[src/rtl/lsu_bus_ctrl_pkg.sv]
// Shared types, codes and helpers for the load/store unit bus controller.
package lsu_pkg;

    localparam int BUS_W = 32;

    typedef enum logic [1:0] {
        ST_IDLE = 2'd0,
        ST_BUSY = 2'd1,
        ST_RESP = 2'd2
    } lsu_state_e;

    localparam logic [2:0] F3_B  = 3'b000;
    localparam logic [2:0] F3_H  = 3'b001;
    localparam logic [2:0] F3_W  = 3'b010;
    localparam logic [2:0] F3_BU = 3'b100;
    localparam logic [2:0] F3_HU = 3'b101;

    localparam logic [1:0] SIZE_WORD = 2'b00;
    localparam logic [1:0] SIZE_HALF = 2'b01;
    localparam logic [1:0] SIZE_BYTE = 2'b10;

    function automatic logic [BUS_W-1:0] bswap32(input logic [BUS_W-1:0] w);
        return {w[7:0], w[15:8], w[23:16], w[31:24]};
    endfunction

    function automatic logic [1:0] size_of(input logic [2:0] f3);
        case (f3[1:0])
            2'b00:   return SIZE_BYTE;
            2'b01:   return SIZE_HALF;
            default: return SIZE_WORD;
        endcase
    endfunction

    // Unsupported width codes and misaligned addresses are both rejected.
    function automatic logic req_bad(input logic wr, input logic [2:0] f3, input logic [1:0] a);
        logic ill;
        logic mis;
        ill = (f3 == 3'b011) || (f3 == 3'b110) || (f3 == 3'b111) || (wr && f3[2]);
        mis = ((f3[1:0] == 2'b10) && (a != 2'b00)) || ((f3[1:0] == 2'b01) && a[0]);
        return ill || mis;
    endfunction

endpackage

[src/rtl/lsu_bus_ctrl_if.sv]
// External memory bus: address/data strobes from the controller, data and ack from memory.
interface lsu_bus_ctrl_if;
    logic [lsu_pkg::BUS_W-1:0] DAD;
    logic                      MREQ;
    logic                      WRITE;
    logic [1:0]                SIZE;
    logic [lsu_pkg::BUS_W-1:0] DDT_o;
    logic                      DDT_oe;
    logic [lsu_pkg::BUS_W-1:0] DDT_i;
    logic                      ACKD_n;

    modport master (output DAD, MREQ, WRITE, SIZE, DDT_o, DDT_oe, input DDT_i, ACKD_n);
    modport slave  (input DAD, MREQ, WRITE, SIZE, DDT_o, DDT_oe, output DDT_i, ACKD_n);
endinterface

[src/rtl/lsu_bus_ctrl_load_extend.sv]
// Combinational load result formatting: sign/zero extension and optional word byte swap.
module load_extend
    import lsu_pkg::*;
#(
    parameter bit SWAP = 1'b0
) (
    input  logic [2:0]       funct3,
    input  logic [BUS_W-1:0] ddt_i,
    output logic [BUS_W-1:0] rdata
);

    // Select extension by access width and signedness
    always_comb begin
        case (funct3)
            F3_B:    rdata = {{24{ddt_i[7]}}, ddt_i[7:0]};
            F3_H:    rdata = {{16{ddt_i[15]}}, ddt_i[15:0]};
            F3_BU:   rdata = {24'h000000, ddt_i[7:0]};
            F3_HU:   rdata = {16'h0000, ddt_i[15:0]};
            F3_W:    rdata = SWAP ? bswap32(ddt_i) : ddt_i;
            default: rdata = 32'h0000_0000;
        endcase
    end

endmodule

[src/rtl/lsu_bus_ctrl.sv]
// MEM-stage load/store bus controller: IDLE/BUSY/RESP handshake with wait-cycle timeout.
module lsu_bus_ctrl
    import lsu_pkg::*;
#(
    parameter int TIMEOUT_CYCLES = 255,
    parameter bit BUS_SWAP_WORD  = 1'b0
) (
    input  logic             clk,
    input  logic             rst,
    input  logic             req_valid,
    input  logic             req_write,
    input  logic [2:0]       req_funct3,
    input  logic [BUS_W-1:0] req_addr,
    input  logic [BUS_W-1:0] req_wdata,
    output logic             stall,
    output logic             rdata_valid,
    output logic [BUS_W-1:0] rdata,
    output logic             misalign,
    output logic             bus_timeout,
    lsu_bus_ctrl_if.master   bus
);

    localparam int               CNT_W    = $clog2(TIMEOUT_CYCLES + 1);
    localparam logic [CNT_W-1:0] CNT_LAST = CNT_W'(TIMEOUT_CYCLES - 1);

    lsu_state_e       state_q, state_d;
    logic [BUS_W-1:0] addr_q, addr_d;
    logic [BUS_W-1:0] wdata_q, wdata_d;
    logic [BUS_W-1:0] rdata_q, rdata_d;
    logic [2:0]       funct3_q, funct3_d;
    logic             write_q, write_d;
    logic             timeout_q, timeout_d;
    logic [CNT_W-1:0] cnt_q, cnt_d;
    logic [BUS_W-1:0] ext_s;
    logic [BUS_W-1:0] wfmt_s;
    logic             bad_s;
    logic             stall_s;
    logic             misalign_s;

    load_extend #(.SWAP(BUS_SWAP_WORD)) u_load_extend (
        .funct3 (funct3_q),
        .ddt_i  (bus.DDT_i),
        .rdata  (ext_s)
    );

    // Request legality and bus-side store data formatting
    always_comb begin
        bad_s = req_bad(req_write, req_funct3, req_addr[1:0]);
        case (req_funct3[1:0])
            2'b00:   wfmt_s = {24'h000000, req_wdata[7:0]};
            2'b01:   wfmt_s = {16'h0000, req_wdata[15:0]};
            default: wfmt_s = BUS_SWAP_WORD ? bswap32(req_wdata) : req_wdata;
        endcase
    end

    // Next-state, capture and handshake logic
    always_comb begin
        state_d    = state_q;
        addr_d     = addr_q;
        wdata_d    = wdata_q;
        funct3_d   = funct3_q;
        write_d    = write_q;
        rdata_d    = rdata_q;
        timeout_d  = timeout_q;
        cnt_d      = cnt_q;
        stall_s    = 1'b0;
        misalign_s = 1'b0;
        case (state_q)
            ST_IDLE: begin
                timeout_d = 1'b0;
                if (req_valid && bad_s) begin
                    misalign_s = 1'b1;
                end else if (req_valid) begin
                    stall_s  = 1'b1;
                    addr_d   = req_addr;
                    wdata_d  = wfmt_s;
                    funct3_d = req_funct3;
                    write_d  = req_write;
                    cnt_d    = '0;
                    state_d  = ST_BUSY;
                end else begin
                    state_d = ST_IDLE;
                end
            end
            ST_BUSY: begin
                stall_s = 1'b1;
                // An ack on the final wait cycle still completes normally.
                if (!bus.ACKD_n) begin
                    rdata_d = write_q ? rdata_q : ext_s;
                    state_d = ST_RESP;
                end else if (cnt_q == CNT_LAST) begin
                    timeout_d = 1'b1;
                    rdata_d   = 32'h0000_0000;
                    state_d   = ST_RESP;
                end else begin
                    cnt_d = cnt_q + 1'b1;
                end
            end
            ST_RESP: state_d = ST_IDLE;
            default: state_d = ST_IDLE;
        endcase
    end

    // State and datapath registers with synchronous reset
    always_ff @(posedge clk) begin
        if (rst) begin
            state_q   <= ST_IDLE;
            addr_q    <= 32'h0000_0000;
            wdata_q   <= 32'h0000_0000;
            rdata_q   <= 32'h0000_0000;
            funct3_q  <= 3'b000;
            write_q   <= 1'b0;
            timeout_q <= 1'b0;
            cnt_q     <= '0;
        end else begin
            state_q   <= state_d;
            addr_q    <= addr_d;
            wdata_q   <= wdata_d;
            rdata_q   <= rdata_d;
            funct3_q  <= funct3_d;
            write_q   <= write_d;
            timeout_q <= timeout_d;
            cnt_q     <= cnt_d;
        end
    end

    // Bus and core outputs decoded from the registered state
    always_comb begin
        bus.MREQ    = (state_q == ST_BUSY);
        bus.DAD     = bus.MREQ ? addr_q : 32'h0000_0000;
        bus.WRITE   = bus.MREQ && write_q;
        bus.SIZE    = bus.MREQ ? size_of(funct3_q) : SIZE_WORD;
        bus.DDT_oe  = bus.MREQ && write_q;
        bus.DDT_o   = bus.DDT_oe ? wdata_q : 32'h0000_0000;
        stall       = stall_s;
        misalign    = misalign_s;
        rdata       = rdata_q;
        rdata_valid = (state_q == ST_RESP) && !write_q && !timeout_q;
        bus_timeout = (state_q == ST_RESP) && timeout_q;
    end

endmodule
[src/flat_wrapper.sv]
// flat-port wrapper written by rule: the top's interface ports become plain ports
module lsu_bus_ctrl_flat import lsu_pkg::*;
#(
    parameter int TIMEOUT_CYCLES = 255,
    parameter bit BUS_SWAP_WORD  = 1'b0
)
  (clk, rst, req_valid, req_write, req_funct3, req_addr, req_wdata, stall, rdata_valid, rdata, misalign, bus_timeout, bus_DAD, bus_MREQ, bus_WRITE, bus_SIZE, bus_DDT_o, bus_DDT_oe, bus_DDT_i, bus_ACKD_n);
  lsu_bus_ctrl_if bus_i ();
  input  logic clk;
  input  logic rst;
  input  logic req_valid;
  input  logic req_write;
  input  logic [2:0] req_funct3;
  input  logic [BUS_W-1:0] req_addr;
  input  logic [BUS_W-1:0] req_wdata;
  output logic stall;
  output logic rdata_valid;
  output logic [BUS_W-1:0] rdata;
  output logic misalign;
  output logic bus_timeout;
  output wire logic [$bits(bus_i.DAD)-1:0] bus_DAD;
  output wire logic [$bits(bus_i.MREQ)-1:0] bus_MREQ;
  output wire logic [$bits(bus_i.WRITE)-1:0] bus_WRITE;
  output wire logic [$bits(bus_i.SIZE)-1:0] bus_SIZE;
  output wire logic [$bits(bus_i.DDT_o)-1:0] bus_DDT_o;
  output wire logic [$bits(bus_i.DDT_oe)-1:0] bus_DDT_oe;
  input wire logic [$bits(bus_i.DDT_i)-1:0] bus_DDT_i;
  input wire logic [$bits(bus_i.ACKD_n)-1:0] bus_ACKD_n;
  assign bus_DAD = bus_i.DAD;
  assign bus_MREQ = bus_i.MREQ;
  assign bus_WRITE = bus_i.WRITE;
  assign bus_SIZE = bus_i.SIZE;
  assign bus_DDT_o = bus_i.DDT_o;
  assign bus_DDT_oe = bus_i.DDT_oe;
  assign bus_i.DDT_i = bus_DDT_i;
  assign bus_i.ACKD_n = bus_ACKD_n;
  lsu_bus_ctrl #(.TIMEOUT_CYCLES(TIMEOUT_CYCLES), .BUS_SWAP_WORD(BUS_SWAP_WORD)) u_core (.clk(clk), .rst(rst), .req_valid(req_valid), .req_write(req_write), .req_funct3(req_funct3), .req_addr(req_addr), .req_wdata(req_wdata), .stall(stall), .rdata_valid(rdata_valid), .rdata(rdata), .misalign(misalign), .bus_timeout(bus_timeout), .bus(bus_i));
endmodule
[config.mk]
export PLATFORM = sky130hd
export DESIGN_NAME = lsu_bus_ctrl_flat
export DESIGN_NICKNAME = d
export VERILOG_FILES = /design/src/rtl/lsu_bus_ctrl_pkg.sv /design/src/rtl/lsu_bus_ctrl_if.sv /design/src/rtl/lsu_bus_ctrl_load_extend.sv /design/src/rtl/lsu_bus_ctrl.sv /design/src/flat_wrapper.sv
export SDC_FILE = /design/constraint.sdc
export NUM_CORES = 1
export LEC_CHECK = 0
export CAP_MARGIN = 10
export CELL_PAD_IN_SITES_DETAIL_PLACEMENT = 1
export CELL_PAD_IN_SITES_GLOBAL_PLACEMENT = 2
export CORE_AREA = 2 2 140 142
export CTS_BUF_LIST = sky130_fd_sc_hd__clkbuf_8
export DETAILED_ROUTE_END_ITERATION = 16
export DIE_AREA = 0 0 142 144
export HOLD_SLACK_MARGIN = 0.06
export MAX_ROUTING_LAYER = met4
export PLACE_DENSITY = 0.95
export SKIP_LAST_GASP = 1
export SLEW_MARGIN = 20
export SYNTH_ARGS = -nofsm -noshare
export SYNTH_HDL_FRONTEND = slang
export SYNTH_HIERARCHICAL = 1
export SYNTH_SLANG_ARGS = --single-unit
export TNS_END_PERCENT = 1
[constraint.sdc]
create_clock -name clk -period 4.75 [get_ports clk]
set_clock_uncertainty 0.05 [all_clocks]
set_input_delay 0.475 -clock clk [delete_from_list [all_inputs] [get_ports clk]]
set_output_delay 0.475 -clock clk [all_outputs]
set_load 0.005 [all_outputs]
# --- Yosys cells after proc, flatten, opt, wreduce, memory -nomap -nowiden ---
# Index checks and enable logic that the tools add are counted.
# Widths: inputs -> output; s select.
word_totals:
  regBits: 111
  latchBits: 0
  ram_bits: 0
  rom_bits: 0
  input_bits: 104
  wordCells: 84
  mem_count: 0
op_classes:
  addsub: 1
  n_mul: 0
  n_div: 0
  magnitude_cmp: 0
  n_eq_ne: 21
  n_shift: 0
  n_mux: 27
  bitwise_logic: 1
  reduce_logical: 26
op_table:
  columns: ["operator", "count"]
  rows:
  - ["$mux 32", 5]
  - ["$pmux 32 s5", 1]
  - ["$pmux 32 s2", 1]
  - ["$mux 8", 4]
  - ["$pmux 8 s2", 1]
  - ["$eq 3x3->1 const B", 4]
  - ["$reduce_and 3->1", 3]
  - ["$add 8x1->8 const B", 1]
  - ["$eq 8x8->1 const B", 1]
  - ["$logic_and 1x1->1", 8]
  - ["$mux 2", 4]
  - ["$ne 2x2->1 const B", 4]
  - ["$pmux 2 s2", 2]
  - ["$mux 1", 7]
  - ["$eq 2x1->1 const B", 3]
  - ["$eq 3x2->1 const B", 2]
  - ["$logic_not 2->1", 3]
  - ["$ne 2x1->1 const B", 3]
  - ["$logic_or 1x1->1", 5]
  - ["$reduce_and 5->1", 1]
  - ["$eq 2x2->1 const B", 2]
  - ["$pmux 1 s2", 2]
  - ["$reduce_bool 2->1", 2]
  - ["$eq 3x1->1 const B", 1]
  - ["5 further kinds", 6]

# --- Logic depth before layout (Yosys ltp) ---
# Gate-level depths: netlist of run 1.
depth:
  ltp_word: 8
  mapped_depth: 8
  mapped_depth_nobuf: 6

# --- Modules after synthesis ---
# Netlist of run 1, hierarchy kept.
modules_own_cells:
  columns: ["mod", "n_inst", "cells_per_inst", "area_per_inst_um2", "seq_area_each_um2"]
  rows:
  - ["lsu_bus_ctrl", 1, 519, 4406.7, 2222.1]
  - ["load_extend", 1, 71, 651.9, 0.0]

# --- Worst setup path before layout of run 1 ---
# Ideal clock, no wire load.
synth_timing:
  path_type: "input to output"
  start: "input port req_funct3[1]"
  end: "output port stall"
  arrival_ns: 1.461
  required_time_ns: 4.225
  path_slack_ns: 2.764
  stages: 6
  path_buffers: 3
  cell_sequence: "buf_2 -> a221oi_1 -> o21bai_1 -> buf_2 -> clkbuf_1 -> nand2_1"
synth_via:
  elab_chain_cells: 8
synth_rtl:
  columns: ["item", "line_no", "text"]
  rows:
  - ["start: declaration", "flat_wrapper.sv:13", "input logic [2:0] req_funct3;"]
  - ["$eq 3x2->1 or $eq 3x3->1 (tied branches)", "lsu_bus_ctrl_pkg.sv:38", "ill = (f3 == 3'b011) || (f3 == 3'b110) || (f3 == 3'b111) || (wr && f3[2]);"]
  - ["$logic_or 1x1->1 (3 in series)", "lsu_bus_ctrl_pkg.sv:38", null]
  - ["$logic_or 1x1->1 *", "lsu_bus_ctrl_pkg.sv:40", "return ill || mis;"]
  - ["$logic_and 1x1->1 *", "lsu_bus_ctrl.sv:71", "if (req_valid && bad_s) begin"]
  - ["$mux 1 *", "lsu_bus_ctrl.sv:71", null]
  - ["$pmux 1 s2 *", "lsu_bus_ctrl.sv:68", "case (state_q)"]
  - ["end: declaration", "flat_wrapper.sv:16", "output logic stall;"]
# Mark *: on every way between the ends. The rest lies on a longest branch, timed or not.

# --- Worst setup path in the final report of run 1 ---
layout_timing:
  start: "register u_core.state_q[1]"
  end: "output port bus_DDT_o[3]"
layout_via:
  elab_chain_cells: 3
layout_rtl:
  columns: ["item", "line_no", "text"]
  rows:
  - ["start: declaration", "lsu_bus_ctrl.sv:26", "lsu_state_e state_q, state_d;"]
  - ["start signal: assignment", "lsu_bus_ctrl.sv:116", "state_q <= state_d;"]
  - ["$eq 2x1->1", "lsu_bus_ctrl.sv:129", "bus.MREQ = (state_q == ST_BUSY);"]
  - ["$logic_and 1x1->1", "lsu_bus_ctrl.sv:133", "bus.DDT_oe = bus.MREQ && write_q;"]
  - ["$mux 32", "lsu_bus_ctrl.sv:134", "bus.DDT_o = bus.DDT_oe ? wdata_q : 32'h0000_0000;"]
  - ["end: declaration", "flat_wrapper.sv:25", "output wire logic [$bits(bus_i.DDT_o)-1:0] bus_DDT_o;"]
# No other way between the ends.

==> flow_summary.ini, run 1 <==
[outcome]
status = finished, final reports clean

[placed_design]
dp_cells = 990
port_buffers = 208
place_hpwl_um = 11600
gp_congestion = 0.761

[die]
dieArea_mm2 = 0.0204
fp.coreArea_mm2 = 0.0191
die_x_um = 142
start_util = 0.265
core.rowCount = 51
io_pins = 209
die-height_um = 144

[synth]
ys_seq_area_frac = 0.439
synth.largest_area_cell = dfxtp_1
synth_top_area_frac = 0.439
synth-main-ff-cell = dfxtp_1
ys_top_cells_by_area = dfxtp_1, nand2_1, a21oi_1
synthesis.area_mm2 = 0.00506
yosysWarnings = 6
post-synth-top-count-cell = nand2_1
synth_nets = 696
synthTopCellsByCount = nand2_1, dfxtp_1, a21oi_1
synth.distinct_cells = 47
synth-edff-count = 0
syn_inst = 590
synthArstFlopShare = 0
synth_area_per_cell_um2 = 8.57
synth_seq_cells = 111

[timing]
tightest_slew_ns = 1.08
slew_headroom = 0.282
setup_viol = 0
min_period_ns = 3.31
finalHoldViolCount = 0
rsz0062_at_grt = false
post-route-period-util = 0.697
max_freq_ghz = 0.302
tns_ns = 0
maxSlewViolCount = 0

[drt]
first_pass_iters = 4
route.detailed.drc = 0
first_iter_violations = 178
via_count = 4900
wl_per_cell_um = 16.6
via_per_inst = 4.87
ant_nets = 0
wl_um = 16700

[grt]
grt_busiest_layer = met2
met3_usage = 0.0632
antenna_found_initial = 0
track_usage = 0.164
grt_pass1_vias = 4932
grt_pass1_wl_um = 25800
grt_overflow = 0
grt_max_degree = 69
use_met2 = 0.259
met1_usage = 0.197

[finish]
area_growth_pct = 46.5
final_nets = 869
fin_cells = 1006
diodes = 0
drive_gt1_frac = 0.0586

[power_and_ir_drop]
p_leak_nw = 2.65
max-vdd-ir-drop_mv = 0.118
finalPower_w = 0.00185
p_per_area_mw_per_mm2 = 250

[setup_path]
crit_arrival_ns = 2.79
critPathCaptureType = output port
critPathRequiredTime_ns = 4.22
worstSetupPathType = reg -> out
startpoint_type = register
worstPathMaxFanout = 68

[flow_run]
cap_viol_max_count = 0

[clock_tree]
postCtsSetupBuffers = 0
holdBufCountCts = 0
clk_pin_slew_worst_paths_ns = 0.10
cts_buffers = 9
h-tree-depth = 3
ctsLongestPathBuffers = 2
cts-root-buf = clkbuf_8
postCtsResizedCells = 0
clkLatencyLatePin_ns = 0.37
cts_sinks = 111
tritoncts = yes

[min_path]
min_path_type = reg -> reg
critical path: stages, from the launching register on:
cell and delay (ns):
dfxtp_1 0.37, nand2b_1 0.32, inv_2 0.82, and3_1 0.34
clkdlybuf4s50_1 0.54
routing by layer:
layer  routed length (µm)  vias up
li1                     -     2376
met1                 7520     2352
met2                 7520      157
met3                 1460       15
met4                  218        0
met5                    0        -
worst paths after layout:
path	endpoint	from	slack, ns	depth (start not counted)
worst min-delay path	u_core/addr_q[22]	u_core/addr_q[22]	0.40	2
worst min register to register	u_core/addr_q[22]	u_core/addr_q[22]	0.40	2
worst max-delay path	bus_DDT_o[3]	u_core/state_q[1]	1.44	4
worst max register to register	u_core/cnt_q[5]	u_core/state_q[1]	2.05	5
kinds of logic (layout without fill, tap and decap cells):
logic type / after synthesis / in the layout / synth area share
mux: 24 / 24 / 0.0475
compound gates: 142 / 142 / 0.190
buf+inv: 59 / 237 / 0.0651
simple gates: 249 / 249 / 0.248
xor+xnor: 3 / 3 / 0.00520
flops: 111 / 111 / 0.439
fa+ha+maj: 2 / 2 / 0.00495
metrics by stage:
step	util	worst slack [ns]	hold WS, ns	area [µm²]
2_1_floorplan	-	2.76	0.377	5060
3_3_place_gp	0.378	1.64	0.385	7210
3_5_place_dp	0.378	1.61	0.389	7210
4_1_cts	0.389	1.30	0.404	7410
5_1_grt	0.389	1.18	0.422	7410
6_report	0.389	1.44	0.405	7410
power breakdown:
group          leakage, nW  switching (W)  internal (W)
clock network        0.103       0.000337      0.000262
registers            0.900      0.0000153      0.000960
logic                 1.65       0.000135      0.000146
area by class of cell:
class / count / area [µm²]
Fill cell: 2247 / 11700
Multi-Input combinational cell: 420 / 2530
Sequential cell: 111 / 2220
Timing Repair Buffer: 217 / 2140
Tap cell: 238 / 298
Clock buffer: 10 / 138
Clock inverter: 6 / 68.8
Inverter: 4 / 15.0
state kept, by name (all words and copies together), names as in the netlist:
name and flops:
u_core/timeout_q 1, u_core/addr_q 32, u_core/wdata_q 32, u_core/rdata 32, u_core/state_q 2, u_core/cnt_q 8
u_core/funct3_q 3, u_core/write_q 1
cell usage in the layout (no fill, tap or decap), types with 2 or more instances in the layout:
cell type        instances
nor2_1                   7
xnor2_1                  2
a21oi_1                 73
or4_1                    3
o2bb2ai_2                7
a22o_1                  32
o21ai_1                 10
o21ai_2                  2
nand2b_1                 2
o31ai_1                  4
ha_1                     2
or2_2                    2
nand3_1                 27
clkbuf_8                10
o21ai_0                  7
clkdlybuf4s50_1        207
mux2i_1                 24
buf_4                    9
and2_1                  41
nor4_1                   2
inv_1                    3
nor3_1                   4
dfxtp_1                111
clkinv_4                 2
and3_1                  32
nand2_1                116
Note: power is estimated with default switching activity, not from simulation.
==> run 2, diff against run 1 <==
--- a/config.mk
+++ b/config.mk
@@ -8,13 +8,13 @@
 export CAP_MARGIN = 10
 export CELL_PAD_IN_SITES_DETAIL_PLACEMENT = 1
 export CELL_PAD_IN_SITES_GLOBAL_PLACEMENT = 2
-export CORE_AREA = 2 2 140 142
+export CORE_AREA = 2 2 146 148
 export CTS_BUF_LIST = sky130_fd_sc_hd__clkbuf_8
 export DETAILED_ROUTE_END_ITERATION = 16
-export DIE_AREA = 0 0 142 144
+export DIE_AREA = 0 0 148 150
 export HOLD_SLACK_MARGIN = 0.06
 export MAX_ROUTING_LAYER = met4
-export PLACE_DENSITY = 0.95
+export PLACE_DENSITY = 0.92
 export SKIP_LAST_GASP = 1
 export SLEW_MARGIN = 20
 export SYNTH_ARGS = -nofsm -noshare
==> constraint.sdc (replaced) <==
create_clock -name clk -period 3.2 [get_ports clk]
set_clock_uncertainty 0.05 [all_clocks]
set_input_delay 0.32 -clock clk [delete_from_list [all_inputs] [get_ports clk]]
set_output_delay 0.32 -clock clk [all_outputs]
set_load 0.005 [all_outputs]
==> flow_summary.ini, run 2 (synthesis gave the netlist of run 1 again) <==
[outcome]
status = finished, final reports clean

[timing]
fin_ws_ns = 0.685
min_period_ns = 2.51
tns_ns = 0
slew_headroom = 0.355
post-route-period-util = 0.786
setup_viol = 0
maxSlewViolCount = 0
finalHoldViolCount = 0
max_freq_ghz = 0.398
rsz0062_at_grt = false
tightest_slew_ns = 0.966

[power_and_ir_drop]
internal-power_w = 0.00194
p_per_area_mw_per_mm2 = 361
swShare = 0.281
power_frac_comb = 0.157
power_frac_clock = 0.307
max-vdd-ir-drop_mv = 0.196
p_seq_frac = 0.536
p_leak_nw = 2.67
switchingPower_w = 0.000760

[drt]
ant_nets = 0
via_count = 4854
first_iter_violations = 154
first_pass_iters = 4
wl_per_cell_um = 16.4
route.detailed.drc = 0
wl_um = 17300
via_per_inst = 4.62

[finish]
final_common_cell = clkdlybuf4s50_1
final_nets = 875
final_cell_mix = clkdlybuf4s50_1, nand2_1, dfxtp_1, a21oi_1, and2_1
drive_gt1_frac = 0.0659
area_growth_pct = 48.2
stdcell_area_mm2 = 0.00749
fin_cells = 1051

[setup_path]
r2r_start = u_core/state_q[1]
crit_arrival_ns = 2.14
critPathCaptureType = output port
startpoint = u_core/state_q[1]
startpoint_type = register
worstPathMaxFanout = 37
reg2reg_slack_ns = 1.12
worstSetupPathType = reg -> out
critPathRequiredTime_ns = 2.83

[die]
die_x_um = 148
core.rowCount = 53
dieArea_mm2 = 0.0222
io_pins = 209
fp.coreArea_mm2 = 0.0207
die-height_um = 150
start_util = 0.244

[min_path]
min_path_type = reg -> reg
hp-start = u_core/wdata_q[23]

[grt]
antenna_found_initial = 2
grt_pass1_vias = 5018
grt_overflow = 0
grt_pass1_wl_um = 27200
track_usage = 0.159
grt_max_degree = 57

[placed_design]
placed_area_mm2 = 0.00731
pre_cts_ws_ns = 0.641
gp_congestion = 0.740
port_buffers = 208
dp_cells = 1033
place_hpwl_um = 11800

[clock_tree]
ctsLongestPathBuffers = 2
clk_pin_slew_worst_paths_ns = 0.11
cts-root-buf = clkbuf_8
cts_buffers = 9
holdBufCountCts = 0
tritoncts = yes
postCtsResizedCells = 0
cts_sinks = 111
h-tree-depth = 3
postCtsSetupBuffers = 0
clkLatencyLatePin_ns = 0.39

[flow_run]
cap_viol_max_count = 0
## run 2: cell types whose count changed in the layout (fill, tap and decap cells not counted), sizes merged
cell    previous run  this run
buf               10        16
bufinv             1         0
clkbuf            10         9
clkinv             3         2
diode              0         2
inv                5         8
## run 2: final cells by class
cell class                      instances  area (µm²)
Clock buffer                            9         124
Antenna cell                            2        5.00
Multi-Input combinational cell        420        2530
Timing Repair Buffer                  223        2200
Clock inverter                          7        55.1
Fill cell                            2408       13200
Inverter                                4        15.0
Tap cell                              275         344
Sequential cell                       111        2220
## run 2: path summary, 6_finish.rpt
check | end | depth (start not counted)
worst max-delay path | bus_WRITE | 5
worst min register to register | u_core/wdata_q[23] | 2
worst min-delay path | u_core/wdata_q[23] | 2
worst max register to register | u_core/write_q | 6
## run 2: metrics by stage
step / total power, W / utilization / hold WS [ns]
after floorplan: 0.00169 / - / 0.377
after global placement: 0.00190 / 0.353 / 0.385
after detailed placement: 0.00191 / 0.353 / 0.391
after CTS: 0.00277 / 0.362 / 0.381
after global routing: 0.00286 / 0.362 / 0.390
final: 0.00270 / 0.362 / 0.405
## run 2: critical path: stages, from the launching register on
cell and delay [ns]:
dfxtp_1 0.38, nand2b_1 0.21, inv_2 0.07, buf_4 0.33, and2_1 0.25, clkdlybuf4s50_1 0.53
## run 2: power by group through the flow
stage,registers [W],clock network (W),logic (W)
3_3_place_gp,0.00148,0,0.000424
4_1_cts,0.00145,0.000885,0.000432
2_1_floorplan,0.00147,0,0.000215
6_report,0.00145,0.000829,0.000425
5_1_grt,0.00146,0.000935,0.000467
3_5_place_dp,0.00148,0,0.000430
## run 2: metal layers
metal | track usage | vias to the layer above | routed length [µm]
li1 | - | 2400 | -
met1 | 0.199 | 2280 | 7880
met2 | 0.249 | 160 | 7810
met3 | 0.0521 | 14 | 1360
met4 | 0.0381 | 0 | 199
met5 | - | - | 0
==> run 3, diff against run 2 <==
--- a/config.mk
+++ b/config.mk
@@ -8,13 +8,13 @@
 export CAP_MARGIN = 10
 export CELL_PAD_IN_SITES_DETAIL_PLACEMENT = 1
 export CELL_PAD_IN_SITES_GLOBAL_PLACEMENT = 2
-export CORE_AREA = 2 2 146 148
+export CORE_AREA = 2 2 155 157
 export CTS_BUF_LIST = sky130_fd_sc_hd__clkbuf_8
 export DETAILED_ROUTE_END_ITERATION = 16
-export DIE_AREA = 0 0 148 150
+export DIE_AREA = 0 0 157 159
 export HOLD_SLACK_MARGIN = 0.06
 export MAX_ROUTING_LAYER = met4
-export PLACE_DENSITY = 0.92
+export PLACE_DENSITY = 0.87
 export SKIP_LAST_GASP = 1
 export SLEW_MARGIN = 20
 export SYNTH_ARGS = -nofsm -noshare
==> constraint.sdc (replaced) <==
create_clock -name clk -period 2 [get_ports clk]
set_clock_uncertainty 0.05 [all_clocks]
set_input_delay 0.2 -clock clk [delete_from_list [all_inputs] [get_ports clk]]
set_output_delay 0.2 -clock clk [all_outputs]
set_load 0.005 [all_outputs]
==> flow_summary.ini, run 3 (synthesis gave the netlist of run 1 again) <==
[drt]
first_iter_violations = 140
via_count = 4967
ant_nets = 0
route.detailed.drc = 0
first_pass_iters = 4
via_per_inst = 4.47
wl_per_cell_um = 16.3
wl_um = 18100

[power_and_ir_drop]
internal-power_w = 0.00319
p_per_area_mw_per_mm2 = 563
max-vdd-ir-drop_mv = 0.265
power_frac_clock = 0.304
switchingPower_w = 0.00122
power_frac_comb = 0.171
swShare = 0.277
p_leak_nw = 2.85
p_seq_frac = 0.525

[outcome]
violations = negative setup slack
status = complete, but fails checks

[setup_path]
worstSetupPathType = reg -> out
timing.critical_path.buf_inv = 3
critPathRequiredTime_ns = 1.75
startpoint_type = register
crit_arrival_ns = 1.94
critPathCaptureType = output port
worstSetupEndpoint = bus_DDT_o[6]
r2r_start = u_core/state_q[0]
rr_worst_depth = 6
worstPathMaxFanout = 13
cp_num_cells = 5
timing.rr.end = u_core/wdata_q[10]
crit_path_top_delay_cell = clkdlybuf4s50_1
reg2reg_slack_ns = 0.14
crit_family = buffers and inverters
startpoint = u_core/state_q[1]
path_cells = nand2b_4 > inv_6 > bufbuf_16 > and3_1 > clkdlybuf4s50_1
crit_path_max_incr_delay_ns = 0.51

[grt]
grt_pass1_wl_um = 28600
track_usage = 0.149
grt_pass1_vias = 5161
grt_max_degree = 49
grt_overflow = 0
antenna_found_initial = 0

[timing]
setup_viol = 70
min_period_ns = 2.19
slew_headroom = 0.337
post-route-period-util = 1.09
max_freq_ghz = 0.457
tightest_slew_ns = 0.993
tns_ns = -7.72
finalHoldViolCount = 0
maxSlewViolCount = 0
fin_ws_ns = -0.188
rsz0062_at_grt = true

[finish]
multi_input_area_mm2 = 0.00254
diodes = 0
drive_gt1_frac = 0.0921
final_nets = 894
ff_latch_area_mm2 = 0.00222
area_growth_pct = 55.2
n_fill_cell = 2693
fin_util = 0.338
final_cell_mix = clkdlybuf4s50_1, nand2_1, dfxtp_1, a21oi_1, and2_1
final_common_cell = clkdlybuf4s50_1

[flow_run]
cap_viol_max_count = 0

[die]
fp.coreArea_mm2 = 0.0232
dieArea_mm2 = 0.0250
die_x_um = 157
core.rowCount = 56
die-height_um = 159
start_util = 0.218
io_pins = 209

[clock_tree]
ctsLongestPathBuffers = 2
tritoncts = yes
h-tree-depth = 3
cts_sinks = 111
cts_buffers = 9
cts-root-buf = clkbuf_8
clkLatencyLatePin_ns = 0.38
clk_pin_slew_worst_paths_ns = 0.12

[placed_design]
pre_cts_ws_ns = -0.322
place_hpwl_um = 12300
port_buffers = 208
gp_congestion = 0.732

[min_path]
min_path_type = in -> reg
[run 3: worst min path at each step]
stage / depth (start not counted) / end / start
after floorplan: 2 / u_core/addr_q[0] / req_addr[0]
after global placement: 2 / u_core/wdata_q[17] / u_core/wdata_q[17]
after detailed placement: 2 / u_core/addr_q[5] / u_core/addr_q[5]
after CTS: 4 / u_core/cnt_q[3] / rst
after global routing: 4 / u_core/cnt_q[3] / rst
final: 4 / u_core/cnt_q[3] / rst
[run 3: cell type report]
cell class / count / share of cell area
inverters: 4 / 0.00255
clock inverters: 6 / 0.00574
repair buffers: 242 / 0.316
clock buffers: 10 / 0.0175
flip-flops and latches: 111 / 0.283
well taps: 319 / 0.0508
multi-input cells: 420 / 0.324
[run 3: power groups by stage]
stage | Clock (W) | Sequential, W | Combinational, W
detailed placement | 0 | 0.00237 | 0.000741
CTS | 0.00145 | 0.00232 | 0.000770
global placement | 0 | 0.00236 | 0.000734
floorplan | 0 | 0.00236 | 0.000344
finish | 0.00134 | 0.00232 | 0.000757
global route | 0.00152 | 0.00233 | 0.000828
[run 3: routing by layer]
metal | routed length (µm) | up-vias | track usage
met1 | 8460 | 2365 | 0.192
met3 | 1430 | 14 | 0.0539
met5 | 0 | - | -
li1 | - | 2427 | -
met2 | 8010 | 161 | 0.224
met4 | 202 | 0 | 0.0325
[run 3: metrics by stage]
step                power (W)  cells  hold WS (ns)  instance area [µm²]
floorplan             0.00270    590         0.286                 5060
global placement      0.00310   1093         0.383                 7560
detailed placement    0.00311   1093         0.393                 7560
CTS                   0.00454   1112         0.191                 7850
global route          0.00467   1112         0.222                 7850
finish                0.00442   1112         0.226                 7850
[run 3: worst reg2reg max path, stage by stage (launching register included)]
cell      delay, ns
dfxtp_2        0.37
or3b_1         0.43
o21bai_4       0.20
buf_4          0.24
buf_12         0.23
nand2_1        0.14
a21oi_1        0.06
[run 3: timing repair]
item,4_1_cts,5_1_grt
setup endpoints to repair,72,72
hold buffers,0,0
buffers inserted,1,0
resized for setup,11,1
pin swaps,0,0
cloned,2,0
